## src/rtl/hazard_ctrl_p.sv

```systemverilog
// Load-use hazard controller: stalls decode while a source register waits on an
// in-flight load tracked in a LOAD_LAT-deep shift scoreboard; flush always wins.
module hazard_ctrl_p #(
    parameter int PC_W     = 8,
    parameter int REG_W    = 4,
    parameter int LOAD_LAT = 1,
    parameter int ZERO_REG = 1,
    parameter int CNT_W    = 16
) (
    input  logic               clk,
    input  logic               rst,
    input  logic [PC_W-1:0]    pc,
    input  logic [PC_W-1:0]    pc_next,
    input  logic               id_valid,
    input  logic               id_mem_rd,
    input  logic [REG_W-1:0]   id_dest,
    input  logic [REG_W-1:0]   id_src1,
    input  logic [REG_W-1:0]   id_src2,
    input  logic               id_src1_used,
    input  logic               id_src2_used,
    input  logic               flush,
    output logic               hazard,
    output logic [PC_W-1:0]    new_pc,
    output logic               bubble,
    output logic [1:0]         hazard_src,
    output logic [3:0]         stall_run,
    output logic [CNT_W-1:0]   stall_total
);

    localparam bit ZR_EN = (ZERO_REG != 0);

    logic [LOAD_LAT-1:0] slot_vld;
    logic [REG_W-1:0]    slot_dst [LOAD_LAT];

    logic hit1;
    logic hit2;
    logic match1;
    logic match2;
    logic live;
    logic issue_ld;

    always_comb begin
        hit1 = 1'b0;
        hit2 = 1'b0;
        for (int k = 0; k < LOAD_LAT; k++) begin
            if (slot_vld[k] && (slot_dst[k] == id_src1)) hit1 = 1'b1;
            if (slot_vld[k] && (slot_dst[k] == id_src2)) hit2 = 1'b1;
        end
    end

    // Register 0 is hardwired when ZR_EN, so a pending load to it is harmless.
    assign match1 = id_src1_used & hit1 & ~(ZR_EN & (id_src1 == '0));
    assign match2 = id_src2_used & hit2 & ~(ZR_EN & (id_src2 == '0));

    assign live       = id_valid & ~flush;
    assign hazard_src = {match2, match1} & {2{live}};
    assign hazard     = |hazard_src;
    assign new_pc     = hazard ? pc : pc_next;
    assign bubble     = hazard | flush;
    assign issue_ld   = id_valid & id_mem_rd & ~hazard & ~flush;

    // Slots shift even while stalled so a single load never blocks longer than LOAD_LAT.
    always_ff @(posedge clk or posedge rst) begin
        if (rst) begin
            slot_vld <= '0;
            for (int k = 0; k < LOAD_LAT; k++) slot_dst[k] <= '0;
        end else begin
            slot_vld[0] <= issue_ld;
            slot_dst[0] <= id_dest;
            for (int k = 1; k < LOAD_LAT; k++) begin
                slot_vld[k] <= slot_vld[k-1];
                slot_dst[k] <= slot_dst[k-1];
            end
        end
    end

    always_ff @(posedge clk or posedge rst) begin
        if (rst) begin
            stall_run   <= '0;
            stall_total <= '0;
        end else begin
            if (!hazard)
                stall_run <= '0;
            else if (stall_run != 4'hF)
                stall_run <= stall_run + 4'd1;

            if (hazard && (stall_total != {CNT_W{1'b1}}))
                stall_total <= stall_total + {{(CNT_W-1){1'b0}}, 1'b1};
        end
    end

endmodule

```

## config.mk

```make
export PLATFORM = sky130hd
export DESIGN_NAME = hazard_ctrl_p
export DESIGN_NICKNAME = d
export VERILOG_FILES = /design/src/rtl/hazard_ctrl_p.sv
export SDC_FILE = /design/constraint.sdc
export NUM_CORES = 1
export LEC_CHECK = 0
export BUFFER_PORTS_ARGS = -buffer_cell sky130_fd_sc_hd__buf_4
export CAP_MARGIN = 10
export CELL_PAD_IN_SITES_DETAIL_PLACEMENT = 1
export CELL_PAD_IN_SITES_GLOBAL_PLACEMENT = 2
export CORE_MARGIN = 2
export CORE_UTILIZATION = 27
export CTS_BUF_LIST = sky130_fd_sc_hd__clkbuf_16
export CTS_CLUSTER_DIAMETER = 150
export DETAILED_ROUTE_END_ITERATION = 16
export GPL_ROUTABILITY_DRIVEN = 0
export PLACE_DENSITY_LB_ADDON = 0.12
export SLEW_MARGIN = 20
export SYNTH_ARGS = -nofsm -noshare
export SYNTH_HDL_FRONTEND = slang
export SYNTH_SLANG_ARGS = --single-unit
```

## constraint.sdc

```tcl
create_clock -name clk -period 2.8 [get_ports clk]
set_input_delay 0.42 -clock clk [delete_from_list [all_inputs] [get_ports clk]]
set_output_delay 0.42 -clock clk [all_outputs]
set_load 0.03 [all_outputs]
```

### After elaboration in Yosys (flattened, before gate mapping)

Cells that the tools add are included.

| word-level totals | value |
|---|---|
| bits in registers | 25 |
| bits in latches | 0 |
| RAM bits | 0 |
| bits in read-only memories | 0 |
| input port bits | 35 |
| output and inout port bits | 32 |
| memories | 0 |

| operators by class | value |
|---|---|
| add/sub/neg operators | 2 |
| $mul | 0 |
| div/mod/pow operators | 0 |
| magnitude comparators | 0 |
| equal/unequal tests | 5 |
| shifts and indexed selects | 0 |
| muxes and demuxes | 5 |
| bitwise logic cells | 14 |
| reduce and logical (&&, ||, !) cells | 6 |

Operators by type and width:

| kind | count |
|---|---|
| $add 16x1->16 const B | 1 |
| $ne 16x16->1 const B | 1 |
| $and 1x1->1 | 8 |
| $eq 4x4->1 | 2 |
| $logic_not 4->1 | 2 |
| $mux 4 | 2 |
| $mux 8 | 1 |
| $add 4x1->4 const B | 1 |
| $ne 4x4->1 const B | 1 |
| $not 1->1 | 4 |
| $logic_and 1x1->1 | 3 |
| $and 2x2->2 | 1 |
| $mux 1 | 2 |
| $ne 2x1->1 const B | 1 |
| $reduce_or 2->1 | 1 |
| $or 1x1->1 | 1 |

### Logic depth before layout (Yosys ltp)

| depth | value |
|---|---|
| depth after elaboration | 10 |
| gate-level depth with buffers | 7 |
| gate-level depth less buffers | 6 |

### Worst setup path after synthesis

Ideal clock, no wire load.

| path | value |
|---|---|
| kind | input -> output |
| start point | input id_src1[0] |
| end point | output new_pc[2] |
| arrival | 1.933 ns |
| path slack | 0.447 ns |
| stages on the path | 5 |
| buffers on the path | 1 |
| cell sequence | o41ai_1 -> nor4_4 -> nor2_2 -> buf_2 -> mux2_1 |

| on the way | value |
|---|---|
| longest elaborated chain between the ends | 8 |

Ends and longest elaborated chain:

| what | RTL line | RTL |
|---|---|---|
| from (decl) | 17 | `input logic [REG_W-1:0] id_src1,` |
| $eq 4x4->1 | 46 | `if (slot_vld[k] && (slot_dst[k] == id_src1)) hit1 = 1'b1;` |
| $logic_and 1x1->1 | 46 |  |
| $mux 1 | 46 |  |
| $and 1x1->1 | 52 | `assign match1 = id_src1_used & hit1 & ~(ZR_EN & (id_src1 == '0));` |
| $and 1x1->1 * | 52 |  |
| $and 2x2->2 * | 56 | `assign hazard_src = {match2, match1} & {2{live}};` |
| $reduce_or 2->1 * | 57 | `assign hazard = \|hazard_src;` |
| $mux 8 * | 58 | `assign new_pc = hazard ? pc : pc_next;` |
| to (decl) | 23 | `output logic [PC_W-1:0] new_pc,` |

Mark *: on every way between the ends. The rest lies on a longest branch, timed or not.

### Worst setup path in the final report

| path | value |
|---|---|
| start point | register slot_dst[1] (netlist bit) |
| end point | output new_pc[5] |

| on the way | value |
|---|---|
| longest elaborated chain between the ends | 8 |

Ends and longest elaborated chain:

| what | RTL line | RTL |
|---|---|---|
| from (decl) | 33 | `logic [REG_W-1:0] slot_dst [LOAD_LAT];` |
| from (signal, indexed assignment) | 72 | `slot_dst[k] <= slot_dst[k-1];` |
| $eq 4x4->1, on equally long branches | 46, 47 |  |
| $logic_and 1x1->1, on equally long branches | 46, 47 |  |
| $mux 1, on equally long branches | 46, 47 |  |
| $and 1x1->1, on equally long branches (2 in a row) | 52, 53 |  |
| $and 2x2->2 * | 56 |  |
| $reduce_or 2->1 * | 57 |  |
| $mux 8 * | 58 |  |

Marks and branches as above.

==> results.yml <==
yosys:
  netlist.top_cell.by_area: "dfrtp_1"
  postSynth.topFlopCell: "dfrtp_1"
  yosysMostFrequentCell: "dfrtp_1"
  syn_nets: 163
  synth-compound-area-share_pct: 8.49
  ys_async_sr_fraction_pct: 100
  synth_top_family_by_area: "simple AND/OR/NAND/NOR gates"
  synthMuxAreaShare_pct: 9.56
  seq_total_area_yosys_pct: 44.7
  ys_seq_elements: 25
  yosys.area_share.xor_xnor_pct: 13.8
  yosysWarningCount: 0
  synth_largest_type_area_fraction_pct: 44.7
  synth_commonest_cells: "25 x dfrtp_1, 21 x xnor2_1, 8 x and4_1, 8 x mux2_1"
  ys_types: 31
  synth_fa_ha_area_share_pct: 1.79
  yosys.area_share.simple_pct: 19.8
  synthesis.area_per_instance_sq_um: 11.1
  synth.area.top_cells: "dfrtp_1 45%, xnor2_1 13%, mux2_1 6.4%"
  netlist_area_sq_um: 1400
  synth_enable_flop_cells: 0
  post_synth_inst_count: 126
timing:
  period_minus_slack_ns: 2.58
  worst_slew_pin_slew_ns: 0.972
  final-setup-viol-count: 0
  grt_setup_unrepaired: "false"
  timing.clock.skew_ns: 0.00323
  timing.slew.headroom_pct: 34.8
  setup_tns_ns: 0
  slew_viol_final: 0
  timing.fmax_mhz: 387
  hold_viol_final: 0
  portion_of_the_clock_cycle_consumed_by_the_worst_path_in_the_final_layout_pct: 92.3
detailed_routing:
  route.vias.total: 1240
  detailedRoute.firstIterationViolations: 47
  drt-wirelength-per-cell_microns: 15.3
  drc_violations_left: 0
  detail-route-antenna-nets: 0
  firstDrtPassIters: 3
  finalWirelength_microns: 4050
  post_drt_via_cell_ratio: 4.68
pwr:
  powerDensity_nw_per_um2: 385
  fin_total_pwr_mw: 0.798
  leakage_power_nw: 0.972
  irDropWorstVdd_uv: 213
clock_network:
  tritoncts: "built"
  clockRootBuffer: "clkbuf_16"
  clock-sinks: 25
  clkSlewWorstSetupHoldPaths_ns: 0.06
  max_clock_buf_depth: 2
  hold_bufs_at_cts: 0
  ctsHtreeMaxLevel: 1
  clock_insertion_delay_worst_skew_ns: 0.26
  post_cts_resize_count: 0
  cts_setup_buffers: 0
  tritoncts.num_buffers: 3
job:
  timing.max_cap.violations: 0
global_route:
  global_route.usage.total_pct: 14.8
  maximum_number_of_pins_on_one_net_before_global_route_repair: 26
  globalRouteOverflowTotal: 0
  antenna_found_initial: 0
  first_global_vias: 1315
  global_route_wire_length_before_repair_microns: 6900
setup_path:
  required_time_of_the_critical_path_ns: 2.38
  critPathMaxFanout: 9
  timing_worst_setup_path_type: "reg2out"
  startpoint_type: "flip-flop"
  critical_path.endpoint_type: "output port"
  cp.arrival_ns: 2.16
floorplan:
  core_footprint_sq_um: 5040
  initial_utilization_pct: 27.8
  io_pins: 67
  floorplan.die.height_microns: 76.0
  placement_rows: 26
  dieWidth_microns: 76.0
  floorplan.die_area_sq_um: 5780
cells_and_area:
  design_area_sq_um: 2070
  fin_nets: 233
  fill_cells: 576
  synthToLayoutAreaGrowth_pct: 47.9
  diodes: 0
  drive_above_1_share_pct: 40.0
status:
  run_status: "complete, no violations"
placement:
  port-buffer-count: 66
  hpwl_microns: 3110
  postPlaceCellArea_sq_um: 1990
worst_hold_path:
  hp-class: "in2async"
## final timing paths
check | cells after the start | end | from | slack [ns]
setup reg to reg | 5 | stall_total[1] | slot_dst[1] | 0.75
setup / recovery | 5 | new_pc[5] | slot_dst[1] | 0.22
hold reg to reg | 1 | stall_total[9] | stall_total[9] | 0.51
min in group clk | 1 | slot_dst[2] | id_dest[2] | 0.26
hold / removal | 2 | slot_dst[2] | rst | 0.26
max in group asynchronous | 2 | stall_total[5] | rst | 2.09
## power breakdown
group	internal [mW]	leakage (nW)	switching, mW	total (mW)
combinational	0.0565	0.591	0.0506	0.107
sequential	0.367	0.339	0.00591	0.373
clock	0.191	0.0423	0.127	0.318
## cell type report
| class | instances | area (sq um) | share of cell area (%) |
|---|---|---|---|
| Clock buffer | 3 | 75.1 | 3.63 |
| Clock inverter | 1 | 3.75 | 0.181 |
| Sequential cell | 25 | 626 | 30.2 |
| Inverter | 2 | 7.51 | 0.363 |
| Multi-Input combinational cell | 95 | 753 | 36.4 |
| Tap cell | 70 | 87.6 | 4.23 |
| Timing Repair Buffer | 69 | 518 | 25.0 |
## per-layer routing
metal	vias to the layer above	part of all wire, %	track usage [%]
li1	603	-	-
met1	603	43	18.7
met2	29	52	25.6
met3	5	4.1	3.08
met4	0	1.2	4.36
met5	-	0	0
## through the flow
stage          hold slack (ns)  utilization (%)  setup WS [ns]  std cells
6_report                 0.264             41.1          0.217        265
5_1_grt                  0.257             41.1         0.0994        265
4_1_cts                  0.258             41.0         0.0525        265
3_5_place_dp             0.510             39.4          0.223        261
3_3_place_gp             0.493             39.4          0.288        261
2_1_floorplan            0.447                -          0.447        126
## critical path: stages (launching register included)
cell	delay, ns
dfrtp_1	0.41
o41ai_1	0.57
nor4_4	0.12
nor2_4	0.25
mux2_1	0.37
buf_4	0.18
## flip-flops by register name (all words and copies together) (netlist names)
| register | count |
|---|---|
| stall_run | 4 |
| slot_vld | 1 |
| slot_dst | 4 |
| stall_total | 16 |
## cell usage in the layout (no fill, tap or decap), types with 4 or more instances in the layout
cell / instances
o21ai_1: 6
buf_4: 69
nand2_1: 6
o2111ai_1: 5
nand3_1: 4
o211ai_1: 4
dfrtp_1: 25
and4_1: 8
nor2_1: 6
mux2_1: 8
xnor2_1: 21
## logic make-up (layout without fill, tap and decap cells)
logic type | Yosys count | after routing
buffers and inverters | 6 | 75
DFF | 25 | 25
adders and majority gates | 2 | 2
muxes | 12 | 12
and+or+nand+nor | 42 | 42
AOI/OAI and AO/OA | 17 | 17
xor gates and xnor gates | 22 | 22
(Power assumes the default switching activity.)
